File: config.mk
export PLATFORM = sky130hd
export DESIGN_NAME = spi_slave_ctrl_flat
export DESIGN_NICKNAME = d
export VERILOG_FILES = /design/src/rtl/spi_pkg.sv /design/src/rtl/spi_slave_ctrl_if.sv /design/src/rtl/spi_input_sync.sv /design/src/rtl/spi_slave_ctrl.sv /design/src/flat_wrapper.sv
export SDC_FILE = /design/constraint.sdc
export NUM_CORES = 1
export LEC_CHECK = 0
export ABC_AREA = 0
export BUFFER_PORTS_ARGS = -buffer_cell sky130_fd_sc_hd__buf_2
export CAP_MARGIN = 20
export CORE_MARGIN = 5
export CORE_UTILIZATION = 52
export CTS_CLUSTER_DIAMETER = 30
export DETAILED_ROUTE_END_ITERATION = 16
export PLACE_DENSITY = 0.74
export SLEW_MARGIN = 10
export SYNTH_ARGS = -nofsm -noshare
export SYNTH_HDL_FRONTEND = slang
export SYNTH_SLANG_ARGS = --single-unit
File: constraint.sdc
create_clock -name clk -period 2.4 [get_ports clk]
set_clock_uncertainty 0.1 [all_clocks]
set_input_delay 0.24 -clock clk [delete_from_list [all_inputs] [get_ports clk]]
set_output_delay 0.24 -clock clk [all_outputs]
set_load 0.03 [all_outputs]
File: src/rtl/spi_pkg.sv
// Shared constants for the SPI-slave framing controller: FSM encodings,
// header R/W polarity and chip-select levels.
package spi_pkg;

  typedef logic [2:0] state_t;

  localparam state_t ST_IDLE     = 3'd0;
  localparam state_t ST_ADDR     = 3'd1;
  localparam state_t ST_WRITE    = 3'd2;
  localparam state_t ST_RD_FETCH = 3'd3;
  localparam state_t ST_READ     = 3'd4;
  localparam state_t ST_DONE     = 3'd5;

  localparam logic RW_READ  = 1'b1;
  localparam logic RW_WRITE = 1'b0;
  localparam logic CS_ON    = 1'b0;
  localparam logic CS_OFF   = 1'b1;

  function automatic int max_int(input int a, input int b);
    return (a > b) ? a : b;
  endfunction

endpackage

File: src/rtl/spi_slave_ctrl_if.sv
// Memory-side bus of the SPI-slave controller.
interface spi_slave_ctrl_if #(
  parameter int ADDR_W = 7,
  parameter int DATA_W = 8
);
  // dm_we and rd_req are single-cycle strobes qualified by addr (and wdata
  // for writes); rdata must be valid exactly one clk after rd_req.
  logic [ADDR_W-1:0] addr;
  logic [DATA_W-1:0] wdata;
  logic              dm_we;
  logic              rd_req;
  logic [DATA_W-1:0] rdata;

  modport master (output addr, wdata, dm_we, rd_req, input rdata);
  modport slave  (input addr, wdata, dm_we, rd_req, output rdata);
endinterface

File: src/rtl/spi_input_sync.sv
// Multi-flop synchroniser with rise/fall pulses derived from the last two
// synchronised samples.
module spi_input_sync #(
  parameter int   STAGES  = 2,
  parameter logic RST_VAL = 1'b0
) (
  input  logic clk,
  input  logic reset,
  input  logic d_i,
  output logic level_o,
  output logic rise_o,
  output logic fall_o
);

  logic [STAGES-1:0] sync_q;
  logic              prev_q;

  always_ff @(posedge clk or posedge reset) begin
    if (reset) begin
      sync_q <= {STAGES{RST_VAL}};
      prev_q <= RST_VAL;
    end else begin
      sync_q <= {sync_q[STAGES-2:0], d_i};
      prev_q <= sync_q[STAGES-1];
    end
  end

  assign level_o = sync_q[STAGES-1];
  assign rise_o  = level_o & ~prev_q;
  assign fall_o  = ~level_o & prev_q;

endmodule

File: src/rtl/spi_slave_ctrl.sv
// SPI-slave (mode 0) framing controller: address + R/W header, then write
// words or read words, with optional address auto-increment for bursts.
module spi_slave_ctrl
  import spi_pkg::*;
#(
  parameter int ADDR_W      = 7,
  parameter int DATA_W      = 8,
  parameter int SYNC_STAGES = 2,
  parameter int BURST_EN    = 1
) (
  input  logic                    clk,
  input  logic                    reset,
  input  logic                    cs,
  input  logic                    sclk,
  input  logic                    mosi,
  output logic                    miso,
  output logic                    miso_oe,
  output logic                    busy,
  output logic                    frame_err,
  output logic [2:0]              dbg_state,
  spi_slave_ctrl_if.master        mem
);

  localparam int SH_W  = max_int(ADDR_W + 1, DATA_W);
  localparam int CNT_W = $clog2(SH_W + 1);

  logic sclk_rise, sclk_fall, cs_rise, cs_fall, mosi_s;
  logic sclk_unused_level, cs_unused_level, mosi_unused_rise, mosi_unused_fall;

  spi_input_sync #(.STAGES(SYNC_STAGES), .RST_VAL(1'b0)) u_sync_sclk (
    .clk(clk), .reset(reset), .d_i(sclk),
    .level_o(sclk_unused_level), .rise_o(sclk_rise), .fall_o(sclk_fall)
  );
  spi_input_sync #(.STAGES(SYNC_STAGES), .RST_VAL(CS_OFF)) u_sync_cs (
    .clk(clk), .reset(reset), .d_i(cs),
    .level_o(cs_unused_level), .rise_o(cs_rise), .fall_o(cs_fall)
  );
  spi_input_sync #(.STAGES(SYNC_STAGES), .RST_VAL(1'b0)) u_sync_mosi (
    .clk(clk), .reset(reset), .d_i(mosi),
    .level_o(mosi_s), .rise_o(mosi_unused_rise), .fall_o(mosi_unused_fall)
  );

  state_t            state_q, state_d;
  logic [ADDR_W-1:0] addr_q, addr_d;
  logic [DATA_W-1:0] wdata_q, wdata_d, tx_q, tx_d;
  logic [SH_W-1:0]   shift_q, shift_d;
  logic [CNT_W-1:0]  bitcnt_q, bitcnt_d;
  logic              miso_q, miso_d, dm_we_q, dm_we_d, rd_req_q, rd_req_d, ferr_q, ferr_d;

  always_comb begin
    state_d  = state_q;
    addr_d   = addr_q;
    wdata_d  = wdata_q;
    tx_d     = tx_q;
    shift_d  = shift_q;
    bitcnt_d = bitcnt_q;
    miso_d   = miso_q;
    dm_we_d  = 1'b0;
    rd_req_d = 1'b0;
    ferr_d   = 1'b0;

    // Burst writes advance the address the clk after the strobe, so the
    // memory sees addr/wdata stable while dm_we is high.
    if (dm_we_q && (BURST_EN != 0)) addr_d = addr_q + ADDR_W'(1);

    if (cs_rise && (state_q != ST_IDLE)) begin
      state_d  = ST_IDLE;
      bitcnt_d = '0;
      ferr_d   = (state_q == ST_ADDR) ||
                 (((state_q == ST_WRITE) || (state_q == ST_READ)) && (bitcnt_q != '0));
    end else begin
      case (state_q)
        ST_IDLE: begin
          if (cs_fall) begin
            state_d  = ST_ADDR;
            bitcnt_d = '0;
          end
        end
        ST_ADDR: begin
          if (sclk_rise) begin
            shift_d  = {shift_q[SH_W-2:0], mosi_s};
            bitcnt_d = bitcnt_q + CNT_W'(1);
            if (bitcnt_q == CNT_W'(ADDR_W)) begin
              addr_d   = shift_q[ADDR_W-1:0];
              bitcnt_d = '0;
              if (mosi_s == RW_READ) begin
                state_d  = ST_RD_FETCH;
                rd_req_d = 1'b1;
              end else begin
                state_d  = ST_WRITE;
              end
            end
          end
        end
        ST_WRITE: begin
          if (sclk_rise) begin
            shift_d  = {shift_q[SH_W-2:0], mosi_s};
            bitcnt_d = bitcnt_q + CNT_W'(1);
            if (bitcnt_q == CNT_W'(DATA_W - 1)) begin
              wdata_d  = {shift_q[DATA_W-2:0], mosi_s};
              dm_we_d  = 1'b1;
              bitcnt_d = '0;
              if (BURST_EN == 0) state_d = ST_DONE;
            end
          end
        end
        ST_RD_FETCH: begin
          // First cycle carries rd_req; rdata is valid on the second.
          if (!rd_req_q) begin
            tx_d    = mem.rdata;
            miso_d  = mem.rdata[DATA_W-1];
            state_d = ST_READ;
          end
        end
        ST_READ: begin
          if (sclk_fall) begin
            tx_d     = {tx_q[DATA_W-2:0], 1'b0};
            miso_d   = tx_q[DATA_W-2];
            bitcnt_d = bitcnt_q + CNT_W'(1);
            if (bitcnt_q == CNT_W'(DATA_W - 1)) begin
              bitcnt_d = '0;
              if (BURST_EN != 0) begin
                addr_d   = addr_q + ADDR_W'(1);
                rd_req_d = 1'b1;
                state_d  = ST_RD_FETCH;
              end else begin
                state_d  = ST_DONE;
              end
            end
          end
        end
        ST_DONE: begin
        end
        default: state_d = ST_IDLE;
      endcase
    end
  end

  always_ff @(posedge clk or posedge reset) begin
    if (reset) begin
      state_q  <= ST_IDLE;
      addr_q   <= '0;
      wdata_q  <= '0;
      tx_q     <= '0;
      shift_q  <= '0;
      bitcnt_q <= '0;
      miso_q   <= 1'b0;
      dm_we_q  <= 1'b0;
      rd_req_q <= 1'b0;
      ferr_q   <= 1'b0;
    end else begin
      state_q  <= state_d;
      addr_q   <= addr_d;
      wdata_q  <= wdata_d;
      tx_q     <= tx_d;
      shift_q  <= shift_d;
      bitcnt_q <= bitcnt_d;
      miso_q   <= miso_d;
      dm_we_q  <= dm_we_d;
      rd_req_q <= rd_req_d;
      ferr_q   <= ferr_d;
    end
  end

  assign mem.addr   = addr_q;
  assign mem.wdata  = wdata_q;
  assign mem.dm_we  = dm_we_q;
  assign mem.rd_req = rd_req_q;
  assign miso       = miso_q;
  assign miso_oe    = (state_q == ST_READ);
  assign busy       = (state_q != ST_IDLE);
  assign frame_err  = ferr_q;
  assign dbg_state  = state_q;

endmodule

File: src/flat_wrapper.sv
// flat-port wrapper written by rule: the top's interface ports become plain ports
module spi_slave_ctrl_flat import spi_pkg::*;
#(
  parameter int ADDR_W      = 7,
  parameter int DATA_W      = 8,
  parameter int SYNC_STAGES = 2,
  parameter int BURST_EN    = 1
)
  (clk, reset, cs, sclk, mosi, miso, miso_oe, busy, frame_err, dbg_state, mem_addr, mem_wdata, mem_dm_we, mem_rd_req, mem_rdata);
  spi_slave_ctrl_if #(.ADDR_W(ADDR_W), .DATA_W(DATA_W)) mem_i ();
  input  logic clk;
  input  logic reset;
  input  logic cs;
  input  logic sclk;
  input  logic mosi;
  output logic miso;
  output logic miso_oe;
  output logic busy;
  output logic frame_err;
  output logic [2:0] dbg_state;
  output wire logic [$bits(mem_i.addr)-1:0] mem_addr;
  output wire logic [$bits(mem_i.wdata)-1:0] mem_wdata;
  output wire logic [$bits(mem_i.dm_we)-1:0] mem_dm_we;
  output wire logic [$bits(mem_i.rd_req)-1:0] mem_rd_req;
  input wire logic [$bits(mem_i.rdata)-1:0] mem_rdata;
  assign mem_addr = mem_i.addr;
  assign mem_wdata = mem_i.wdata;
  assign mem_dm_we = mem_i.dm_we;
  assign mem_rd_req = mem_i.rd_req;
  assign mem_i.rdata = mem_rdata;
  spi_slave_ctrl #(.ADDR_W(ADDR_W), .DATA_W(DATA_W), .SYNC_STAGES(SYNC_STAGES), .BURST_EN(BURST_EN)) u_core (.clk(clk), .reset(reset), .cs(cs), .sclk(sclk), .mosi(mosi), .miso(miso), .miso_oe(miso_oe), .busy(busy), .frame_err(frame_err), .dbg_state(dbg_state), .mem(mem_i));
endmodule
==> reports/qor.txt <==
PwrDens = 792 mW/mm^2
Tot Pwr = 0.00219 W
Commonest non-fill, non-tap cell in the layout = dfrtp_1
Synth warn = 0
EDFF count, synth = 0
Synth area leaders = dfrtp_1 (47%), mux2_4 (4.4%), mux2_2 (3.8%)
First-pass GRT wire length = 8040 microns
DRC errors left = 0
Area share of the largest cell type after synthesis = 47.4%
DRT iter0 DRCs = 59
Compound-cell area share of the yosys netlist = 12.7%
Crit path kind = reg -> reg
Die area = 0.00602 sq mm
Sequential area share after synthesis = 50.7%
Starting Density = 54.2%
Crit-path max FO = 9
Main synth FF type = dfrtp_1
Die Ht = 77.6 microns
Leakage power figure = 1.31 nW
Most frequent cells in the layout = dfrtp_1 (45), buf_2 (36), nor2_1 (22), a21oi_1 (13)
Min-Delay Path Depth = 3
PortBufs = 36
Syn_area_per_cell = 10.9 sq um
Layout cell share with drive strength beyond 1 = 29.5%
Clock latency on the worst-skew pair = 300 ps
CTS tree = done
Synth unique cells = 42
Final HPWL from detailed placement = 3280 microns
Gr usage total = 16.5%
Root Buffer = clkbuf_8
Antenna Nets Post-Route = 0
Synth Area in XOR/XNOR = 4.42%
Core area = 0.00438 sq mm
Worst-case hold path end point = u_core.tx_q[0]$_DFFE_PP0P_
Nets = 276
Final Max Tran Viols = 0
CP Capture Type = flip-flop
Reg2Reg Depth = 4
Via density = 5.50
# setup viols final = 0
Critical Path AT = 2160 ps
Synth area leader = dfrtp_1
Cts hold-fix bufs = 4
Fin crit share = 86.2%
Cell area after synthesis = 0.00238 sq mm
H-Tree Depth = 2
Main combinational cell family by area after synthesis = simple AND/OR/NAND/NOR gates
Hold Path Class = in -> reg
Synth Net Count = 234
Rel. slew slack = 54.1%
Grt total ovfl = 0
Vias in the first global route = 1662
Longest Clk Path Bufs = 2
Routed WL = 4670 microns
Fill cell count = 367
Reg2reg end = u_core.mem.wdata[2]$_DFFE_PP0P_
Largest net degree at the start of global routing = 49
Status = finished, final reports clean
FMAX = 483 MHz
RSZ-0062 raised after global routing = no
Postcts setup bufs = 0
Post-route setup TNS = 0 ps
Total CTS buffers = 5
Startpoint types = flip-flop
Worst EP required = 2490 ps
Adder-cell share of the synthesized area = 1.58%
Sink Count = 48
Gpl congestion = 0.837
Worst-Margin Slew = 684 ps
FP Rows = 24
Mux contribution to synthesized area = 11.6%
Max-cap violations = 0
Synth-to-Final Area Change = 16.4%
Reg2Reg Setup Slack = 330 ps
Hold path start = mem_rdata[0]
Maximum vdd ir drop = 0.000432 V
Simple-Gate Fraction of Synth Area = 15.0%
Antenna cell count = 0
Via count = 1723
I/O pin cnt = 37
Fin. Hold Viols = 0
Mapped Cells = 218
TritonRoute pass-1 iters = 4
Cts repair resizes = 0
Worst reg2reg startpoint = u_core.u_sync_cs.sync_q[1]$_DFF_PP1_
Tmin final = 2070 ps
Initial antenna violation count = 0
Async set or reset register ratio after synthesis = 100%
WL per Instance = 14.9 microns
Die X-Extent = 77.6 microns
Clock slew at reported path FFs = 90 ps
Post-synthesis register bit count = 48
-- where the power goes --
| group | leakage (nW) | total, W | switching (W) | internal (W) |
|---|---|---|---|---|
| sequential | 0.587 | 0.00108 | 0.000143 | 0.000935 |
| combinational | 0.666 | 0.000532 | 0.000275 | 0.000257 |
| clock | 0.0541 | 0.000581 | 0.000272 | 0.000308 |
-- registers in the layout (all words and copies together) (netlist names) --
name                       cells
u_core.mem.dm_we               1
u_core.u_sync_sclk.sync_q      2
u_core.bitcnt_q                4
u_core.u_sync_cs.prev_q        1
u_core.u_sync_cs.sync_q        2
u_core.mem.rd_req              1
u_core.shift_q                 7
u_core.dbg_state               3
u_core.u_sync_sclk.prev_q      1
u_core.mem.wdata               8
u_core.frame_err               1
u_core.miso                    1
u_core.u_sync_mosi.sync_q      2
u_core.tx_q                    7
u_core.mem.addr                7
-- cell families (layout without fill, tap and decap cells) --
kind of cell | after synthesis | in the layout
AOI/OAI and AO/OA | 46 | 46
xor gates and xnor gates | 12 | 12
adders and majority gates | 3 | 3
buffers and inverters | 20 | 63
DFF | 48 | 48
muxes | 23 | 23
and+or+nand+nor | 66 | 66
-- stage by stage --
| stage | instances | hold WS, ps | area [sq um] | worst slack (ps) | utilization (%) |
|---|---|---|---|---|---|
| after floorplan | 218 | 144 | 2380 | 445 | - |
| after global placement | 301 | 232 | 2610 | 393 | 59.6 |
| after detailed placement | 301 | 235 | 2610 | 334 | 59.6 |
| after CTS | 313 | 76.9 | 2770 | 332 | 63.1 |
| after global routing | 313 | 107 | 2770 | 192 | 63.1 |
| final | 313 | 85.3 | 2770 | 331 | 63.1 |
-- worst max path at each step --
stage	from	endpoint	slack [ps]	cells past startpoint
3_3_place_gp	u_core.u_sync_cs.sync_q[1]$_DFF_PP1_	u_core.mem.wdata[2]$_DFFE_PP0P_	390	4
6_report	u_core.u_sync_cs.sync_q[1]$_DFF_PP1_	u_core.mem.wdata[2]$_DFFE_PP0P_	330	4
2_1_floorplan	u_core.dbg_state[1]$_DFFE_PP0P_	u_core.shift_q[0]$_DFFE_PP0P_	440	5
3_5_place_dp	u_core.u_sync_cs.sync_q[1]$_DFF_PP1_	u_core.mem.wdata[2]$_DFFE_PP0P_	330	4
4_1_cts	u_core.u_sync_cs.sync_q[1]$_DFF_PP1_	u_core.mem.wdata[2]$_DFFE_PP0P_	330	4
5_1_grt	u_core.u_sync_cs.sync_q[1]$_DFF_PP1_	u_core.mem.wdata[7]$_DFFE_PP0P_	190	4
-- routing by layer --
layer	track usage [%]	routed length, microns	vias up
li1	-	-	859
met3	4.17	223	9
met5	0	0	-
met4	6.01	89	0
met2	24.7	2210	43
met1	23.1	2150	812
-- worst max-delay path, stage by stage (launching register included) --
cell and delay [ps]:
dfstp_2 560, nor2b_1 400, nor2_1 110, nand4_1 400
mux2_2 390
-- final cells by class --
| cell class | instances | area (sq um) | share of cell area (%) |
|---|---|---|---|
| Timing Repair Buffer | 47 | 273 | 9.86 |
| Multi-Input combinational cell | 150 | 1080 | 39.1 |
| Sequential cell | 48 | 1200 | 43.6 |
| Clock inverter | 3 | 42.5 | 1.54 |
| Tap cell | 52 | 65.1 | 2.35 |
| Inverter | 8 | 30.0 | 1.09 |
| Clock buffer | 5 | 68.8 | 2.49 |
-- synth_stat cells (6+ instances only) --
| cell | instances |
|---|---|
| nor2_1 | 22 |
| o22ai_1 | 7 |
| o21ai_0 | 7 |
| mux2i_1 | 8 |
| mux2_4 | 7 |
| a21oi_1 | 13 |
| a22oi_1 | 7 |
| inv_1 | 8 |
| xor2_1 | 8 |
| nor2b_1 | 6 |
| nand2_1 | 8 |
| mux2_2 | 8 |
| dfrtp_1 | 45 |
(Power assumes the default switching activity.)
